==> config.mk <==
export PLATFORM = sky130hd
export DESIGN_NAME = uart_tx_arbiter
export DESIGN_NICKNAME = d
export VERILOG_FILES = /design/src/rtl/uart_pkg.sv /design/src/rtl/uart_tx_arbiter_rr_pick.sv /design/src/rtl/uart_tx_arbiter.sv
export SDC_FILE = /design/constraint.sdc
export NUM_CORES = 1
export LEC_CHECK = 0
export BUFFER_PORTS_ARGS = -buffer_cell sky130_fd_sc_hd__buf_2
export CELL_PAD_IN_SITES_DETAIL_PLACEMENT = 0
export CELL_PAD_IN_SITES_GLOBAL_PLACEMENT = 2
export CORE_MARGIN = 2
export CORE_UTILIZATION = 25
export CTS_CLUSTER_SIZE = 40
export DETAILED_ROUTE_END_ITERATION = 6
export PLACE_DENSITY_LB_ADDON = 0.1
export SYNTH_ARGS = -nofsm -noshare
export SYNTH_HDL_FRONTEND = slang
export SYNTH_SLANG_ARGS = --single-unit
==> constraint.sdc <==
create_clock -name clk -period 3.6 [get_ports clk]
set_input_delay 0.72 -clock clk [delete_from_list [all_inputs] [get_ports clk]]
set_output_delay 0.72 -clock clk [all_outputs]
set_load 0.02 [all_outputs]
==> src/rtl/uart_pkg.sv <==
// Shared UART definitions: word width and the transmit-arbiter FSM state encoding.
package uart_pkg;

   localparam int DATA_BITS = 32;

   typedef enum logic [1:0] {
      ST_IDLE       = 2'd0,
      ST_ISSUE      = 2'd1,
      ST_WAIT_START = 2'd2,
      ST_WAIT_DONE  = 2'd3
   } arb_state_t;

endpackage

==> src/rtl/uart_tx_arbiter_rr_pick.sv <==
// Combinational round-robin picker: first set request at or above ptr, wrapping modulo N_REQ.
module rr_pick #(
   parameter int N_REQ = 4,
   parameter int IDX_W = $clog2(N_REQ)
) (
   input  logic [N_REQ-1:0] req,
   input  logic [IDX_W-1:0] ptr,
   output logic             hit,
   output logic [IDX_W-1:0] idx
);

   int unsigned      sum_s;
   logic [IDX_W-1:0] slot_s;

   // Scan every slot once starting at ptr; the first requester found wins.
   always_comb begin
      hit    = 1'b0;
      idx    = '0;
      sum_s  = 32'd0;
      slot_s = '0;
      for (int k = 0; k < N_REQ; k++) begin
         sum_s  = (32'(ptr) + 32'(k)) % 32'(N_REQ);
         slot_s = IDX_W'(sum_s);
         if (!hit && req[slot_s]) begin
            hit = 1'b1;
            idx = slot_s;
         end else begin
            hit = hit;
         end
      end
   end

endmodule

==> src/rtl/uart_tx_arbiter.sv <==
// Round-robin arbiter sharing one UART transmitter between N_REQ requesters,
// with a start timeout that drops a word the UART never picks up.
module uart_tx_arbiter #(
   parameter int DATA_BITS     = uart_pkg::DATA_BITS,
   parameter int N_REQ         = 4,
   parameter int START_TIMEOUT = 16
) (
   input  logic                       clk,
   input  logic                       reset,
   input  logic [N_REQ-1:0]           req_valid,
   input  logic [N_REQ*DATA_BITS-1:0] req_data,
   output logic [N_REQ-1:0]           req_accept,
   output logic [N_REQ-1:0]           req_done,
   output logic [N_REQ-1:0]           req_err,
   output logic [DATA_BITS-1:0]       TxData,
   output logic                       TxReq,
   input  logic                       TxBusy,
   output logic [$clog2(N_REQ)-1:0]   grant_id,
   output logic                       busy
);
   import uart_pkg::*;

   localparam int               IDX_W    = $clog2(N_REQ);
   localparam int               CNT_W    = $clog2(START_TIMEOUT + 1);
   localparam logic [CNT_W-1:0] CNT_LAST = CNT_W'(START_TIMEOUT - 1);
   localparam logic [IDX_W-1:0] IDX_LAST = IDX_W'(N_REQ - 1);

   arb_state_t           state_r;
   logic [IDX_W-1:0]     rr_ptr_r;
   logic [CNT_W-1:0]     cnt_r;
   logic                 pick_hit_s;
   logic [IDX_W-1:0]     pick_idx_s;
   logic [IDX_W-1:0]     next_ptr_s;
   logic [DATA_BITS-1:0] pick_data_s;

   function automatic logic [N_REQ-1:0] to_onehot(input logic [IDX_W-1:0] i);
      return {{(N_REQ-1){1'b0}}, 1'b1} << i;
   endfunction

   rr_pick #(
      .N_REQ (N_REQ),
      .IDX_W (IDX_W)
   ) u_rr_pick (
      .req (req_valid),
      .ptr (rr_ptr_r),
      .hit (pick_hit_s),
      .idx (pick_idx_s)
   );

   // Word of the requester the picker selected.
   always_comb begin
      pick_data_s = '0;
      for (int i = 0; i < N_REQ; i++) begin
         if (pick_idx_s == IDX_W'(i)) begin
            pick_data_s = req_data[i*DATA_BITS +: DATA_BITS];
         end else begin
            pick_data_s = pick_data_s;
         end
      end
   end

   // Pointer to the requester after the current owner, wrapping at N_REQ.
   always_comb begin
      if (grant_id == IDX_LAST) begin
         next_ptr_s = '0;
      end else begin
         next_ptr_s = grant_id + IDX_W'(1);
      end
   end

   assign busy = (state_r != ST_IDLE);

   // Transaction FSM; pulse outputs default low every cycle.
   always_ff @(posedge clk) begin
      if (reset) begin
         state_r    <= ST_IDLE;
         rr_ptr_r   <= '0;
         cnt_r      <= '0;
         grant_id   <= '0;
         TxData     <= '0;
         TxReq      <= 1'b0;
         req_accept <= '0;
         req_done   <= '0;
         req_err    <= '0;
      end else begin
         TxReq      <= 1'b0;
         req_accept <= '0;
         req_done   <= '0;
         req_err    <= '0;
         case (state_r)
            ST_IDLE: begin
               // A busy UART blocks new grants; requests simply wait.
               if (!TxBusy && pick_hit_s) begin
                  TxData     <= pick_data_s;
                  grant_id   <= pick_idx_s;
                  TxReq      <= 1'b1;
                  req_accept <= to_onehot(pick_idx_s);
                  state_r    <= ST_ISSUE;
               end
            end
            ST_ISSUE: begin
               cnt_r   <= '0;
               state_r <= ST_WAIT_START;
            end
            ST_WAIT_START: begin
               if (TxBusy) begin
                  state_r <= ST_WAIT_DONE;
               end else if (cnt_r == CNT_LAST) begin
                  req_err  <= to_onehot(grant_id);
                  rr_ptr_r <= next_ptr_s;
                  state_r  <= ST_IDLE;
               end else begin
                  cnt_r <= cnt_r + CNT_W'(1);
               end
            end
            ST_WAIT_DONE: begin
               if (!TxBusy) begin
                  req_done <= to_onehot(grant_id);
                  rr_ptr_r <= next_ptr_s;
                  state_r  <= ST_IDLE;
               end
            end
            default: begin
               state_r <= ST_IDLE;
            end
         endcase
      end
   end

endmodule

# Yosys cells after proc, flatten, opt, wreduce, memory -nomap -nowiden
# Cells that the tools add are included.
# word_totals
ff_bits,56
out_inout_bits,48
mem_bits_ro,0
mem_count,0
ramBits,0
latchBits,0
# classes
n_addsub,5
n_lt_le_gt_ge,4
n_shift,2
n_div,0
muxes,34
bitwise,5
n_eq_ne,14
mul,0
reduce_logical,21
# op_table
cell,count
2-to-1 mux 32 bit,4
2-to-1 mux 2 bit,12
"< comparator 2 x 3 -> 1 bit, second input constant",4
"equality test 2 bit, second input constant",5
2-to-1 mux 5 bit,2
"!= test 2 bit, second input constant",5
one-hot mux 5 bit (2 select lines),1
2-to-1 mux 1 bit,9
binary-select mux 1 bit (select 2 bit),4
one-hot mux 2 bit (4 select lines),1
"left shift 1 x 2 -> 4 bit, first input constant",2
AND reduction 3 bit,2
nonzero test 2 bit,3
OR reduction 3 bit,2
"adder 5 x 1 -> 5 bit, second input constant",1
"equality test 5 x 4 -> 1 bit, second input constant",1
NOT 1 bit,5
"adder 2 x 1 -> 2 bit, second input constant",2
"adder 2 bit, second input constant",2
"equality test 2 x 1 -> 1 bit, second input constant",2
logical AND 1 bit,4
logical NOT 1 bit,4
logical NOT 2 bit,2
one-hot mux 2 bit (2 select lines),1
other kinds (5),5

# Longest topological paths before layout
# Gate-level depths: netlist (run 1).
# depth
word_depth,17
depth_mapped,8

# Modules after synthesis
# Synthesis (run 1) repeated with hierarchy kept, for this count alone.
# hier_totals
hier_cells,219
hier_area_um2,2726.4
# by_module_without_submodules
mod,seq_area_each_um2,n_inst,area_each_um2,cells_each
uart_tx_arbiter,1121.1,1,2648.8,204
rr_pick,0.0,1,77.6,15

# Worst setup path after synthesis (run 1)
# Ideal clock, no wire load.
# synth_path
path_type,input-to-reg
from,in req_valid[0]
to,reg grant_id[0]
t_arrival_ns,2.078
t_required_ns,3.472
setup_ns,0.128
stages,6
slack_ns,1.394
n_path_buf,2
path_cell_list,or4_1 > clkbuf_1 > buf_1 > nand2_1 > mux2i_1 > nor2_1
# synth_via
elab_chain_len,14
elab_cells_between_ends,24
# synth_rtl
element,line_no,source
"start, declared",uart_tx_arbiter.sv:10,"input logic [N_REQ-1:0] req_valid,"
binary-select mux 1 bit (select 2 bit),uart_tx_arbiter_rr_pick.sv:24,if (!hit && req[slot_s]) begin
2-to-1 mux 1 bit (implied by the code),uart_tx_arbiter_rr_pick.sv:24,
2-to-1 mux 1 bit,uart_tx_arbiter_rr_pick.sv:24,
logical NOT 1 bit,uart_tx_arbiter_rr_pick.sv:24,
logical AND 1 bit,uart_tx_arbiter_rr_pick.sv:24,
2-to-1 mux 1 bit,uart_tx_arbiter_rr_pick.sv:24,
logical NOT 1 bit,uart_tx_arbiter_rr_pick.sv:24,
logical AND 1 bit,uart_tx_arbiter_rr_pick.sv:24,
2-to-1 mux 1 bit,uart_tx_arbiter_rr_pick.sv:24,
logical NOT 1 bit,uart_tx_arbiter_rr_pick.sv:24,
logical AND 1 bit,uart_tx_arbiter_rr_pick.sv:24,
2-to-1 mux 1 bit,uart_tx_arbiter_rr_pick.sv:24,
logical AND 1 bit,uart_tx_arbiter.sv:93,if (!TxBusy && pick_hit_s) begin
AND reduction 2 bit (no source line),-,
"end signal, assigned",uart_tx_arbiter.sv:95,grant_id <= pick_idx_s;
"end, declared",uart_tx_arbiter.sv:18,"output logic [$clog2(N_REQ)-1:0] grant_id,"
# Parallel ways exist; a longest one is shown, timed or not. The select of a mux whose other input is x is not followed.
# A chain may end at the register's enable or synchronous reset.

# Final worst setup path (run 1)
# layout_path
from,in req_valid[1]
to,reg TxData[27]
# layout_via
elab_chain_len,17
elab_cells_between_ends,32
# layout_rtl
element,line_no,source
binary-select mux 1 bit (select 2 bit),uart_tx_arbiter_rr_pick.sv:24,
2-to-1 mux 1 bit (implied by the code),uart_tx_arbiter_rr_pick.sv:24,
2-to-1 mux 1 bit,uart_tx_arbiter_rr_pick.sv:24,
logical NOT 1 bit,uart_tx_arbiter_rr_pick.sv:24,
logical AND 1 bit,uart_tx_arbiter_rr_pick.sv:24,
2-to-1 mux 1 bit,uart_tx_arbiter_rr_pick.sv:24,
logical NOT 1 bit,uart_tx_arbiter_rr_pick.sv:24,
logical AND 1 bit,uart_tx_arbiter_rr_pick.sv:24,
2-to-1 mux 1 bit,uart_tx_arbiter_rr_pick.sv:24,
logical NOT 1 bit,uart_tx_arbiter_rr_pick.sv:24,
logical AND 1 bit,uart_tx_arbiter_rr_pick.sv:24,
2-to-1 mux 2 bit,uart_tx_arbiter_rr_pick.sv:24,
logical NOT 2 bit,uart_tx_arbiter.sv:54,if (pick_idx_s == IDX_W'(i)) begin
2-to-1 mux 32 bit (4 in a row),uart_tx_arbiter.sv:54,
"end signal, assigned",uart_tx_arbiter.sv:94,TxData <= pick_data_s;
"end, declared",uart_tx_arbiter.sv:15,"output logic [DATA_BITS-1:0] TxData,"
# Parallel ways exist; a longest one is shown, timed or not. The select of a mux whose other input is x is not followed.

==> out/qor.yml, run 1 <==
min_path_type: "reg -> reg"
synth_compound_area_share_pct: 19.5
clock_path_buffers: 2
cts_sinks: 56
grt_pass1_vias: 3872
grt_max_degree: 70
fin_nets: 738
vias: 3929
fin_setup_tns_ps: 0
outcome: "complete, no violations"
drive_gt1_share_pct: 35.6
finClkSkew_ps: 3.03
area_delta_synth_final_pct: 35.5
fp.dieH_um: 121
gp_congestion: 0.792
port_buffers: 182
syn-num-nets: 588
hpwl_um: 9290
ys.flop_type: "dfxtp_1"
synth_top_cell_by_area: "dfxtp_1"
final_cells: 774
route.detailed.drc: 0
critPathCaptureType: "flip-flop"
cp_top_family: "simple AND/OR/NAND/NOR gates"
syn_inst: 447
yosys_warnings: 0
p_leak_nw: 2.21
hold_viol: 0
cp-start-kind: "input pin"
crit_type: "in -> reg"
slowest_stage: "nor4_4"
fmax_ghz: 0.379
clk-insertion-delay-late_ps: 300
cts_buffers: 5
die_x_um: 121
synth_fa_ha_area_share_pct: 2.18
max_stage_delay_ps: 660
h-tree-depth: 2
ys_seq_area_share_pct: 32.5
p_per_area_nw_per_um2: 349
cp_max_fo: 26
die_area_um2: 14700
synthSimpleGateAreaFrac_pct: 28.1
final_cell_area_um2: 4670
netlist_area_um2: 3450
clk_pin_slew_worst_paths_ps: 80
ys_ff_latch: 56
ctsHoldBuffers: 0
required_ps: 3840
grt_setup_unrepaired: "no"
min_period_ps: 2640
core-area_um2: 13300
antenna_found_initial: 0
via_per_inst: 5.08
drv_cap: 0
track_usage_pct: 17.1
postCtsResizedCells: 0
synth_top_family_by_area: "simple AND/OR/NAND/NOR gates"
cts_tree: "yes"
synthArstFlopShare_pct: 0
overflow: 0
avgSynthCellArea_um2: 7.71
first_pass_iters: 4
worst-path-buf-inv: 3
synth_xor_area_share_pct: 0
wirelength_um: 13000
diodes: 0
p_total_mw: 1.63
synth_edf_count: 0
ant_nets: 0
num-fill-cells: 1502
mostFrequentLayoutCells: "182 x buf_2, 129 x nand3_1, 67 x a21oi_1"
synthTopCellsByArea: "dfxtp_1 33%, nand3_1 19%, mux2i_1 11%"
crit_chain: "buf_2, or4_2, buf_4, nand2_2, nor4_4, buf_4, a32oi_1, nand3_1"
drv_slew: 0
avgRoutedWirePerCell_um: 16.8
synth.top_cell.area_share_pct: 32.5
floorplan.initialDensity_pct: 25.8
final_common_cell: "buf_2"
synth_mux_area_share_pct: 11.4
grt_pass1_wl_um: 20300
max_slew_margin_pct: 14.4
setup-violations-final: 0
crit_top_cell: "buf_4"
clockRootBuffer: "clkbuf_16"
ys_types: 31
io_pins: 183
fin_crit_sh_pct: 73.3
critPathArrivalTime_ps: 2880
fp-row-count: 42
placedInstanceArea_um2: 4520
first_iter_violations: 268
peakVddDrop_v: 0.000202
worst_slew_pin_slew_ps: 1280
post_cts_buffers: 0
dp.cells: 766
## worst min-delay path, stage by stage (launching register included)
cell and delay [ps]:
dfxtp_1 320, a32oi_1 60, nand3_1 70
## layer usage
layer  up-vias  track usage (%)  wire length, um
met4         0             3.81              148
met2       133             27.9             5990
met1      1823             23.6             5990
met5         -                0                0
li1       1963                -                -
met3        10             2.96              859
## Yosys cell counts, types with 2 or more instances
cell type / count
a21oi_1: 68
mux2_2: 2
nor3_1: 5
nand2b_1: 5
clkbuf_1: 34
nand2_1: 7
buf_1: 6
ha_1: 6
nor2_1: 15
nand3_1: 130
nor2b_1: 2
and2_1: 11
buf_2: 8
mux2i_1: 37
a32oi_1: 32
or2_2: 2
inv_1: 7
nor4_4: 2
dfxtp_1: 56
## stage by stage
step	utilization [%]	hold WS, ps	setup WS [ps]
floorplan	-	464	1390
global placement	33.9	461	734
detailed placement	33.9	462	637
CTS	35.0	486	943
global route	35.0	505	783
finish	35.0	482	962
## power by group
group / switching (mW) / leakage [nW] / internal (mW) / total, mW
Clock: 0.255 / 0.0708 / 0.264 / 0.519
Sequential: 0.0265 / 0.457 / 0.663 / 0.689
Combinational: 0.259 / 1.68 / 0.162 / 0.421
Total: 0.540 / 2.21 / 1.09 / 1.63
## registers in the layout, summed over array words and instances, names as in the netlist, 2 cells and up
name        count
req_err         4
req_done        4
cnt_r           5
state_r         2
TxData         32
grant_id        2
req_accept      4
rr_ptr_r        2
## worst paths after layout
| check | startpoint | end | slack, ps | cells after the start |
|---|---|---|---|---|
| worst min register to register | TxData[28] | TxData[28] | 480 | 2 |
| worst max register to register | rr_ptr_r[1] | TxData[27] | 1240 | 6 |
| worst min-delay path | TxData[28] | TxData[28] | 480 | 2 |
| worst max-delay path | req_valid[1] | TxData[27] | 960 | 8 |
## layout make-up
type                    instances  area (um2)  area share (%)
inverters                       7        26.3           0.563
multi-input cells             336        2150            46.0
flip-flops and latches         56        1120            24.0
clock inverters                 3        25.0           0.536
well taps                     176         220            4.72
repair buffers                191        1000            21.5
clock buffers                   5         125            2.68
## kinds of logic after synthesis
| logic type | after synthesis |
|---|---|
| flip-flops | 56 |
| adder cells (fa/ha/maj) | 6 |
| buffers and inverters | 55 |
| AND/OR/NAND/NOR | 185 |
| multiplexers | 39 |
| AO/OA/AOI/OAI | 106 |
Power figures use the tool's default switching activity.
==> inputs of run 2 (changes only) <==
--- a/config.mk
+++ b/config.mk
@@ -9,7 +9,7 @@
 export CELL_PAD_IN_SITES_DETAIL_PLACEMENT = 0
 export CELL_PAD_IN_SITES_GLOBAL_PLACEMENT = 2
 export CORE_MARGIN = 2
-export CORE_UTILIZATION = 25
+export CORE_UTILIZATION = 21
 export CTS_CLUSTER_SIZE = 40
 export DETAILED_ROUTE_END_ITERATION = 6
 export PLACE_DENSITY_LB_ADDON = 0.1
==> constraint.sdc (replaced) <==
create_clock -name clk -period 2.2 [get_ports clk]
set_input_delay 0.44 -clock clk [delete_from_list [all_inputs] [get_ports clk]]
set_output_delay 0.44 -clock clk [all_outputs]
set_load 0.02 [all_outputs]
==> run 2 against run 1 <==
Effect of this change: power increased by 66%; register-to-register slack got worse by 990 ps; critical endpoint is now cnt_r[3]; clock power increased by 66%.
==> out/qor.yml, run 2 (synthesized netlist as in run 1, its figures left out) <==
clock_path_buffers: 2
worst_slew_pin_slew_ps: 541
setup-violations-final: 0
crit_type: "reg -> reg"
grt_setup_unrepaired: "no"
cp-start-kind: "flip-flop"
p_per_area_nw_per_um2: 556
placedInstanceArea_um2: 4720
first_pass_iters: 6
critPathArrivalTime_ps: 2200
fin_nets: 751
fp-row-count: 46
cts_buffers: 5
grt_max_degree: 66
cts_sinks: 56
top_regs: "TxData (32), cnt_r (5)"
fin_setup_tns_ps: 0
postCtsResizedCells: 0
clk_pin_slew_worst_paths_ps: 80
cts_tree: "yes"
p_leak_nw: 2.29
crit_chain: "ha_1, and3_1, ha_1, nor3_1, nand4_1, mux2_2, nor2_1"
avgRoutedWirePerCell_um: 16.7
core-area_um2: 15900
fmax_ghz: 0.513
clk-insertion-delay-late_ps: 300
ant_nets: 0
hpwl_um: 10100
grt_pass1_wl_um: 22000
cp-startpoint: "cnt_r[0]"
first_iter_violations: 196
regMostFlops: "TxData"
outcome: "complete, no violations"
min_period_ps: 1950
largest_reg_flops: 32
min_path_type: "in -> reg"
drv_cap: 0
max_stage_delay_ps: 430
p_total_mw: 2.71
ctsHoldBuffers: 0
final_cell_area_um2: 4870
antenna_found_initial: 2
min_from: "req_data[76]"
mostFrequentLayoutCells: "182 x buf_2, 129 x nand3_1, 67 x a21oi_1"
area_delta_synth_final_pct: 41.4
finClkSkew_ps: 7.46
clockRootBuffer: "clkbuf_16"
vias: 3979
grt_pass1_vias: 4027
reg2reg_from: "cnt_r[0]"
wirelength_um: 13900
fin_ws_ps: 250
fin_crit_sh_pct: 88.6
route.detailed.drc: 0
num-fill-cells: 1772
drv_slew: 0
cp_max_fo: 4
required_ps: 2450
max_slew_margin_pct: 63.4
critPathCaptureType: "flip-flop"
hold_viol: 0
post_cts_buffers: 0
final_common_cell: "buf_2"
whs_ps: 350
gp_congestion: 0.758
die_area_um2: 17400
h-tree-depth: 2
fp.dieH_um: 132
crit_top_cell: "ha_1"
via_per_inst: 4.80
pre_cts_ws_ps: 11.9
slowest_stage: "nor3_1"
overflow: 0
die_x_um: 132
track_usage_pct: 15.5
port_buffers: 182
peakVddDrop_v: 0.000313
io_pins: 183
floorplan.initialDensity_pct: 21.6
drive_gt1_share_pct: 37.0
[run 2: cell count changes in the layout (fill, tap and decap cells not counted)]
cell and change:
diode_2 +2, buf_4 +9, buf_12 +4
[run 2: final cells by class]
cell class	count	area (um2)	share of cell area [%]
multi-input combinational	336	2150	44.1
timing repair buffer	204	1150	23.6
sequential	56	1120	23.0
tap	216	270	5.55
clock buffer	5	125	2.57
inverter	7	26.3	0.539
clock inverter	3	25.0	0.514
antenna	2	5.00	0.103
[run 2: worst paths after layout]
kind | endpoint | depth (start not counted) | slack, ps
worst max register to register | cnt_r[3] | 7 | 250
worst min register to register | TxData[21] | 2 | 480
worst min-delay path | TxData[12] | 3 | 350
worst max-delay path | cnt_r[3] | 7 | 250
[run 2: per-stage QoR]
stage / cells / utilization, %
detailed placement: 819 / 29.6
CTS: 827 / 30.5
finish: 829 / 30.6
floorplan: 447 / -
global placement: 819 / 29.6
global route: 828 / 30.5
[run 2: power breakdown]
group / switching [mW] / internal [mW] / total, mW
registers: 0.0442 / 1.08 / 1.13
logic: 0.431 / 0.291 / 0.722
clock network: 0.427 / 0.433 / 0.860
[run 2: worst max-delay path: cells and delay by family, from the launching register on]
kind	cells	cell delay, ps
mux	1	290
fa+ha+maj	2	410
flops	1	340
simple gates	4	850
[run 2: layer usage]
layer | up-vias | GRT usage (%) | share of wire (%)
met5 | - | 0 | 0
met4 | 0 | 3.99 | 1.7
li1 | 1996 | - | -
met2 | 134 | 24.7 | 45
met1 | 1838 | 21.5 | 48
met3 | 11 | 2.85 | 5.5
